===== src/rtl/rng_pkg.sv =====
// -----------------------------------------------------------------------------
// rng_pkg
// Shared definitions for the PCG random-number pipeline: word width, word
// type, the default LCG multiplier/increment used by the generator stage, and
// the multiply-shift range reduction used by the consumer stage.
// -----------------------------------------------------------------------------
package rng_pkg;

  localparam int unsigned RNG_W = 32;

  typedef logic [RNG_W-1:0] rng_word_t;

  // 64-bit PCG state-update constants (generator stage)
  localparam logic [63:0] RNG_DEFAULT_MULT = 64'h5851_F42D_4C95_7F2D;
  localparam logic [63:0] RNG_DEFAULT_INC  = 64'h1405_7B7E_F767_814F;

  // Reduce word into [0, bound) via the upper half of the full 64-bit product.
  // A bound of zero means "no reduction": the word passes through unchanged.
  function automatic rng_word_t rng_reduce(input rng_word_t word, input rng_word_t bound);
    logic [2*RNG_W-1:0] prod;
    rng_word_t          res;
    prod = {{RNG_W{1'b0}}, word} * {{RNG_W{1'b0}}, bound};
    if (bound == {RNG_W{1'b0}}) begin
      res = word;
    end else begin
      res = rng_word_t'(prod >> RNG_W);
    end
    return res;
  endfunction

endpackage


===== src/rtl/rng_sync_fifo.sv =====
// -----------------------------------------------------------------------------
// rng_sync_fifo
// Single-clock first-word-fall-through FIFO. The head entry is always visible
// on rd_data_o; level_o counts stored entries (0..DEPTH).
//   clk_i      clock
//   rst_ni     asynchronous active-low reset (pointers/level only)
//   flush_i    synchronous empty; wins over write and read
//   wr_en_i    write wr_data_i this cycle (caller guarantees space)
//   wr_data_i  data to store
//   rd_en_i    pop the head this cycle (ignored when empty)
//   rd_data_o  head entry
//   level_o    number of stored entries
// -----------------------------------------------------------------------------
module rng_sync_fifo #(
  parameter  int DEPTH = 8,
  parameter  int WIDTH = 32,
  localparam int PW    = $clog2(DEPTH),
  localparam int LW    = $clog2(DEPTH) + 1
) (
  input  logic             clk_i,
  input  logic             rst_ni,
  input  logic             flush_i,
  input  logic             wr_en_i,
  input  logic [WIDTH-1:0] wr_data_i,
  input  logic             rd_en_i,
  output logic [WIDTH-1:0] rd_data_o,
  output logic [LW-1:0]    level_o
);

  logic [WIDTH-1:0] mem_q [DEPTH];
  logic [PW-1:0]    wr_ptr_q, wr_ptr_d;
  logic [PW-1:0]    rd_ptr_q, rd_ptr_d;
  logic [LW-1:0]    level_q, level_d;
  logic             wr_s;
  logic             rd_s;

  assign wr_s      = wr_en_i & ~flush_i;
  assign rd_s      = rd_en_i & ~flush_i & (level_q != {LW{1'b0}});
  assign rd_data_o = mem_q[rd_ptr_q];
  assign level_o   = level_q;

  // Storage array; contents are deliberately not reset.
  always_ff @(posedge clk_i) begin
    if (wr_s) begin
      mem_q[wr_ptr_q] <= wr_data_i;
    end
  end

  // Next-state for pointers and level; pointers wrap naturally (power-of-two depth).
  always_comb begin
    wr_ptr_d = wr_ptr_q;
    rd_ptr_d = rd_ptr_q;
    level_d  = level_q;
    if (flush_i) begin
      wr_ptr_d = {PW{1'b0}};
      rd_ptr_d = {PW{1'b0}};
      level_d  = {LW{1'b0}};
    end else begin
      if (wr_s) begin
        wr_ptr_d = wr_ptr_q + PW'(1);
      end else begin
        wr_ptr_d = wr_ptr_q;
      end
      if (rd_s) begin
        rd_ptr_d = rd_ptr_q + PW'(1);
      end else begin
        rd_ptr_d = rd_ptr_q;
      end
      case ({wr_s, rd_s})
        2'b10:   level_d = level_q + LW'(1);
        2'b01:   level_d = level_q - LW'(1);
        default: level_d = level_q;
      endcase
    end
  end

  // Pointer and level registers.
  always_ff @(posedge clk_i or negedge rst_ni) begin
    if (!rst_ni) begin
      wr_ptr_q <= {PW{1'b0}};
      rd_ptr_q <= {PW{1'b0}};
      level_q  <= {LW{1'b0}};
    end else begin
      wr_ptr_q <= wr_ptr_d;
      rd_ptr_q <= rd_ptr_d;
      level_q  <= level_d;
    end
  end

endmodule


===== src/rtl/rng_range_fifo.sv =====
// -----------------------------------------------------------------------------
// rng_range_fifo
// Consumer stage for PCG output words: reduces each accepted word into
// [0, bound) (raw pass-through when bound is 0), buffers results in a FWFT
// FIFO, and counts words refused while full.
//   clk         clock
//   rst         asynchronous active-low reset
//   clear       synchronous flush of pipe, FIFO and drop counter
//   in_valid    generator word offered     in_ready  stage accepts this cycle
//   in_data     generator word             bound     range limit (0 = raw)
//   out_valid   FIFO head valid            out_ready consumer takes head
//   out_data    FIFO head                  level     FIFO entries (no pipe)
//   drop_count  saturating count of refused offers
// -----------------------------------------------------------------------------
module rng_range_fifo
  import rng_pkg::*;
#(
  parameter int DEPTH  = 8,
  parameter int DROP_W = 16
) (
  input  logic                   clk,
  input  logic                   rst,
  input  logic                   clear,
  input  logic                   in_valid,
  output logic                   in_ready,
  input  rng_word_t              in_data,
  input  rng_word_t              bound,
  output logic                   out_valid,
  input  logic                   out_ready,
  output rng_word_t              out_data,
  output logic [$clog2(DEPTH):0] level,
  output logic [DROP_W-1:0]      drop_count
);

  localparam int LW = $clog2(DEPTH) + 1;

  logic              pipe_valid_q, pipe_valid_d;
  rng_word_t         pipe_data_q, pipe_data_d;
  logic [DROP_W-1:0] drop_q, drop_d;
  logic [LW:0]       occ_s;
  logic              accept_s;
  logic              fifo_rd_s;

  // Readiness counts the in-flight pipe word so an accepted word always has a
  // FIFO slot; it is built from registered state only (no path from out_ready).
  assign occ_s      = {1'b0, level} + {{LW{1'b0}}, pipe_valid_q};
  assign in_ready   = (occ_s < (LW+1)'(DEPTH));
  assign accept_s   = in_valid & in_ready;
  assign out_valid  = (level != {LW{1'b0}});
  assign fifo_rd_s  = out_valid & out_ready;
  assign drop_count = drop_q;

  rng_sync_fifo #(
    .DEPTH (DEPTH),
    .WIDTH (RNG_W)
  ) u_fifo (
    .clk_i     (clk),
    .rst_ni    (rst),
    .flush_i   (clear),
    .wr_en_i   (pipe_valid_q),
    .wr_data_i (pipe_data_q),
    .rd_en_i   (fifo_rd_s),
    .rd_data_o (out_data),
    .level_o   (level)
  );

  // Pipe and drop-counter next state; clear discards accepted words.
  always_comb begin
    pipe_valid_d = 1'b0;
    pipe_data_d  = pipe_data_q;
    drop_d       = drop_q;
    if (clear) begin
      pipe_valid_d = 1'b0;
      drop_d       = {DROP_W{1'b0}};
    end else begin
      pipe_valid_d = accept_s;
      if (accept_s) begin
        pipe_data_d = rng_reduce(in_data, bound);
      end else begin
        pipe_data_d = pipe_data_q;
      end
      if (in_valid && !in_ready && (drop_q != {DROP_W{1'b1}})) begin
        drop_d = drop_q + DROP_W'(1);
      end else begin
        drop_d = drop_q;
      end
    end
  end

  // Pipe register and drop counter.
  always_ff @(posedge clk or negedge rst) begin
    if (!rst) begin
      pipe_valid_q <= 1'b0;
      pipe_data_q  <= {RNG_W{1'b0}};
      drop_q       <= {DROP_W{1'b0}};
    end else begin
      pipe_valid_q <= pipe_valid_d;
      pipe_data_q  <= pipe_data_d;
      drop_q       <= drop_d;
    end
  end

endmodule


===== config.mk =====
export PLATFORM = sky130hd
export DESIGN_NAME = rng_range_fifo
export DESIGN_NICKNAME = d
export VERILOG_FILES = /design/src/rtl/rng_pkg.sv /design/src/rtl/rng_sync_fifo.sv /design/src/rtl/rng_range_fifo.sv
export SDC_FILE = /design/constraint.sdc
export NUM_CORES = 2
export LEC_CHECK = 0
export BUFFER_PORTS_ARGS = -buffer_cell sky130_fd_sc_hd__buf_2
export CORE_UTILIZATION = 45
export CTS_CLUSTER_SIZE = 40
export DETAILED_ROUTE_END_ITERATION = 7
export PLACE_DENSITY_LB_ADDON = 0.25
export SKIP_CTS_REPAIR_TIMING = 1
export SYNTH_ARGS = -nofsm -noshare
export SYNTH_HDL_FRONTEND = slang
export SYNTH_SLANG_ARGS = --single-unit

===== constraint.sdc =====
create_clock -name clk -period 7.84 [get_ports clk]
set_input_delay 0.784 -clock clk [delete_from_list [all_inputs] [get_ports clk]]
set_output_delay 0.784 -clock clk [all_outputs]
set_load 0.005 [all_outputs]

==> results.txt <==
- The flow ran to the end, and the final reports show no timing, DRC or antenna violations.
- After synthesis, the mean cell area works out to 10.5 um2.
- Finished Cell Area: 50100 um2
* Final-report max-slew violation count: 0
- Number of violations of the max-capacitance limit: 0
- For this run the aggregate overflow at the end of global routing stands at 0.
* CP Launch Type: primary input
- Pin placement for this block handled 123 I/O pins.
- For the worst setup path, the data required time is 8.33 ns.
- Vias per cell: 5.25
- No sink is reached through more buffers than the 3 on the longest clock path.
* Maximum level of the CTS H-tree: 1
- Setup crit end kind: flip-flop
- The detailed router finished its first iteration with 2148 violations.
- For this block, the via count after detailed routing is 30500.
- The number of antenna violations at the first check in global routing was 9.
- TritonCTS built the clock tree.
- Commonest non-fill, non-tap cell in the layout: fa_1
- The first detailed-routing pass took 7 iterations.
- Synthesis inferred 315 register bits.
- Primary FF master, synth: edfxtp_1
* Post-synthesis to final-layout area growth: 10.6%
- Critical Setup Path Class: primary input to flip-flop
* Count of cell types in the netlist: 69
* Fraction of the cycle the final worst path needs: 0.960
- The die is 319 um tall.
- Number of I/O port buffers: 122
- The wire-length estimate of the detail-placed layout is 96800 um.
* Total routing resource utilization after global routing: 0.242
- Worst-margin pin slew: 1.07 ns
- Clk_lat worst skew: 0.54 ns
* CTS root buffer: clkbuf_16
* Count of endpoints failing hold in the final timing report: 0
* NumNets Final: 5741
- Number of buffers added by the clock tree synthesis step: 30
* Largest net degree at the start of global routing: 60
* Commonest cells after routing, fill and taps aside: 896 x fa_1, 866 x inv_1, 591 x and2_1
* Data arrival, critical path: 8.02 ns
- Count of mapped cells out of synthesis: 4304
- Number of DRC violations after detailed routing: 0
- Time the worst path needs with I/O delays and setup: 7.53 ns
- Yosys warning total: 0
- Achievable Freq: 133 MHz
* RSZ-0062 raised after global routing: no
* Global-route wire length before repair: 192000 um
- Core Area: 99000 um2
- In this run the worst hold path is classified as primary input to asynchronous set/reset pin.
- Horizontal die dimension: 319 um
- Row count: 115
* EDFF count, synth: 256
- Proportion of layout cells with a drive suffix above 1: 0.129
* Total Die Area: 102000 um2
* Clock transition at path regs: 0.07 ns
- In the synthesized netlist the async set-or-reset flop fraction comes to 0.187.
- Drt total wl: 119000 um
* Post-Syn Area: 45300 um2
- Crit path max fanout: 13
- Headroom to the max-slew limit: 0.286
- Setup violations remaining at the end of the flow were counted as 0.
* Routed len/inst: 20.4 um
- The count of nets left with antenna violations once routing finished came out at 0.
- Synth Net Count: 5534
- The placed instances occupy a cell area of 49000 um2.
- Initial core utilization: 0.457
* Vias in the first global route: 33700
- The clock net in this run drives a total of 315 sinks.
- Setup skew after layout: 0.0168 ns
* Register area share after synthesis: 0.202
* GP Congestion: 0.897
[metrics by stage]
step / setup TNS (ns) / hold WS [ns] / utilization / cells / setup slack, ns
global route: 0 / 0.456 / 0.506 / 5820 / 0.000897
detailed placement: -5.10 / 0.551 / 0.495 / 5766 / -0.381
finish: 0 / 0.390 / 0.506 / 5822 / 0.310
CTS: 0 / 0.415 / 0.505 / 5820 / 0.229
global placement: -3.19 / 0.540 / 0.495 / 5766 / -0.295
floorplan: 0 / 0.488 / - / 4304 / 0.328
[state kept, by name (all words and copies together), names as in the netlist]
| name | flops |
|---|---|
| u_fifo.mem_q | 256 |
| drop_count | 16 |
| pipe_valid_q | 1 |
| pipe_data_q | 32 |
| u_fifo.rd_ptr_q | 3 |
| u_fifo.level_o | 4 |
| u_fifo.wr_ptr_q | 3 |
[synthesized netlist by cell type, drive strengths merged (11+ instances only)]
cell type | count | share of area
nand2 | 507 | 0.042
nor2 | 82 | 0.0068
xor2 | 23 | 0.0044
edfxtp | 256 | 0.17
nor3 | 25 | 0.0031
fa | 896 | 0.40
nand3 | 29 | 0.0033
and2 | 591 | 0.082
inv | 866 | 0.072
mux4 | 64 | 0.032
mux2 | 32 | 0.0080
and3 | 14 | 0.0019
nor4 | 11 | 0.0020
clkbuf | 224 | 0.019
a21o | 35 | 0.0058
a21oi | 99 | 0.011
nand4 | 35 | 0.0050
ha | 265 | 0.073
xnor2 | 27 | 0.0052
buf | 15 | 0.0014
o21ai | 48 | 0.0054
dfrtp | 59 | 0.033
[path summary, 6_finish.rpt]
check	end	cells after the start	slack, ns	start
setup / recovery	pipe_data_q[18]	27	0.31	in_data[21]
hold / removal	u_fifo.level_o[0]	2	0.39	rst
setup reg to reg	u_fifo.level_o[3]	11	4.97	u_fifo.level_o[0]
hold reg to reg	drop_count[15]	2	0.56	drop_count[15]
max in group asynchronous	u_fifo.rd_ptr_q[0]	2	6.86	rst
min in group clk	u_fifo.rd_ptr_q[1]	3	0.51	out_ready
[critical path: stages]
cell and delay, ns:
buf_2 0.37, and2_1 0.22, fa_1 0.45, fa_1 0.50
inv_1 0.06, fa_1 0.51, fa_1 0.54, inv_1 0.06
fa_1 0.55, fa_1 0.43, fa_1 0.50, inv_1 0.05
fa_1 0.53, inv_1 0.06, ha_1 0.29, buf_4 0.12
nand2_1 0.10, nor4_4 0.32, nand4_1 0.15, o221ai_2 0.24
nor3_2 0.09, nor3_4 0.16, buf_4 0.16, o21bai_1 0.08
and3_1 0.21, o311ai_1 0.30, o21a_1 0.16
[final cells by class]
type	instances	area (um2)
Clock inverter	17	186
Tap cell	1287	1610
Multi-Input combinational cell	2884	32000
Sequential cell	315	9170
Timing Repair Buffer	414	3020
Inverter	866	3250
Antenna cell	2	5.00
Clock buffer	37	798
Fill cell	9083	48900
[metal layers]
metal / wire, um / up-vias / track usage
met4: 1780 / 10 / 0.0375
met1: 53300 / 16000 / 0.353
met3: 7710 / 130 / 0.0233
li1: - / 13500 / -
met2: 56100 / 900 / 0.400
met5: 64 / - / 0
[cell families (layout without fill, tap and decap cells)]
kind of cell	Yosys count	count (layout)	share of synthesized area
simple gates	1322	1322	0.150
fa+ha+maj	1161	1161	0.469
buf+inv	1105	1334	0.0918
flops	315	315	0.202
compound gates	246	246	0.0349
mux	105	105	0.0418
xor+xnor	50	50	0.00967
other cells	0	2	0
Power is not shown: default switching activity piles up to over one toggle a cycle in this logic, so the estimate is an artifact.
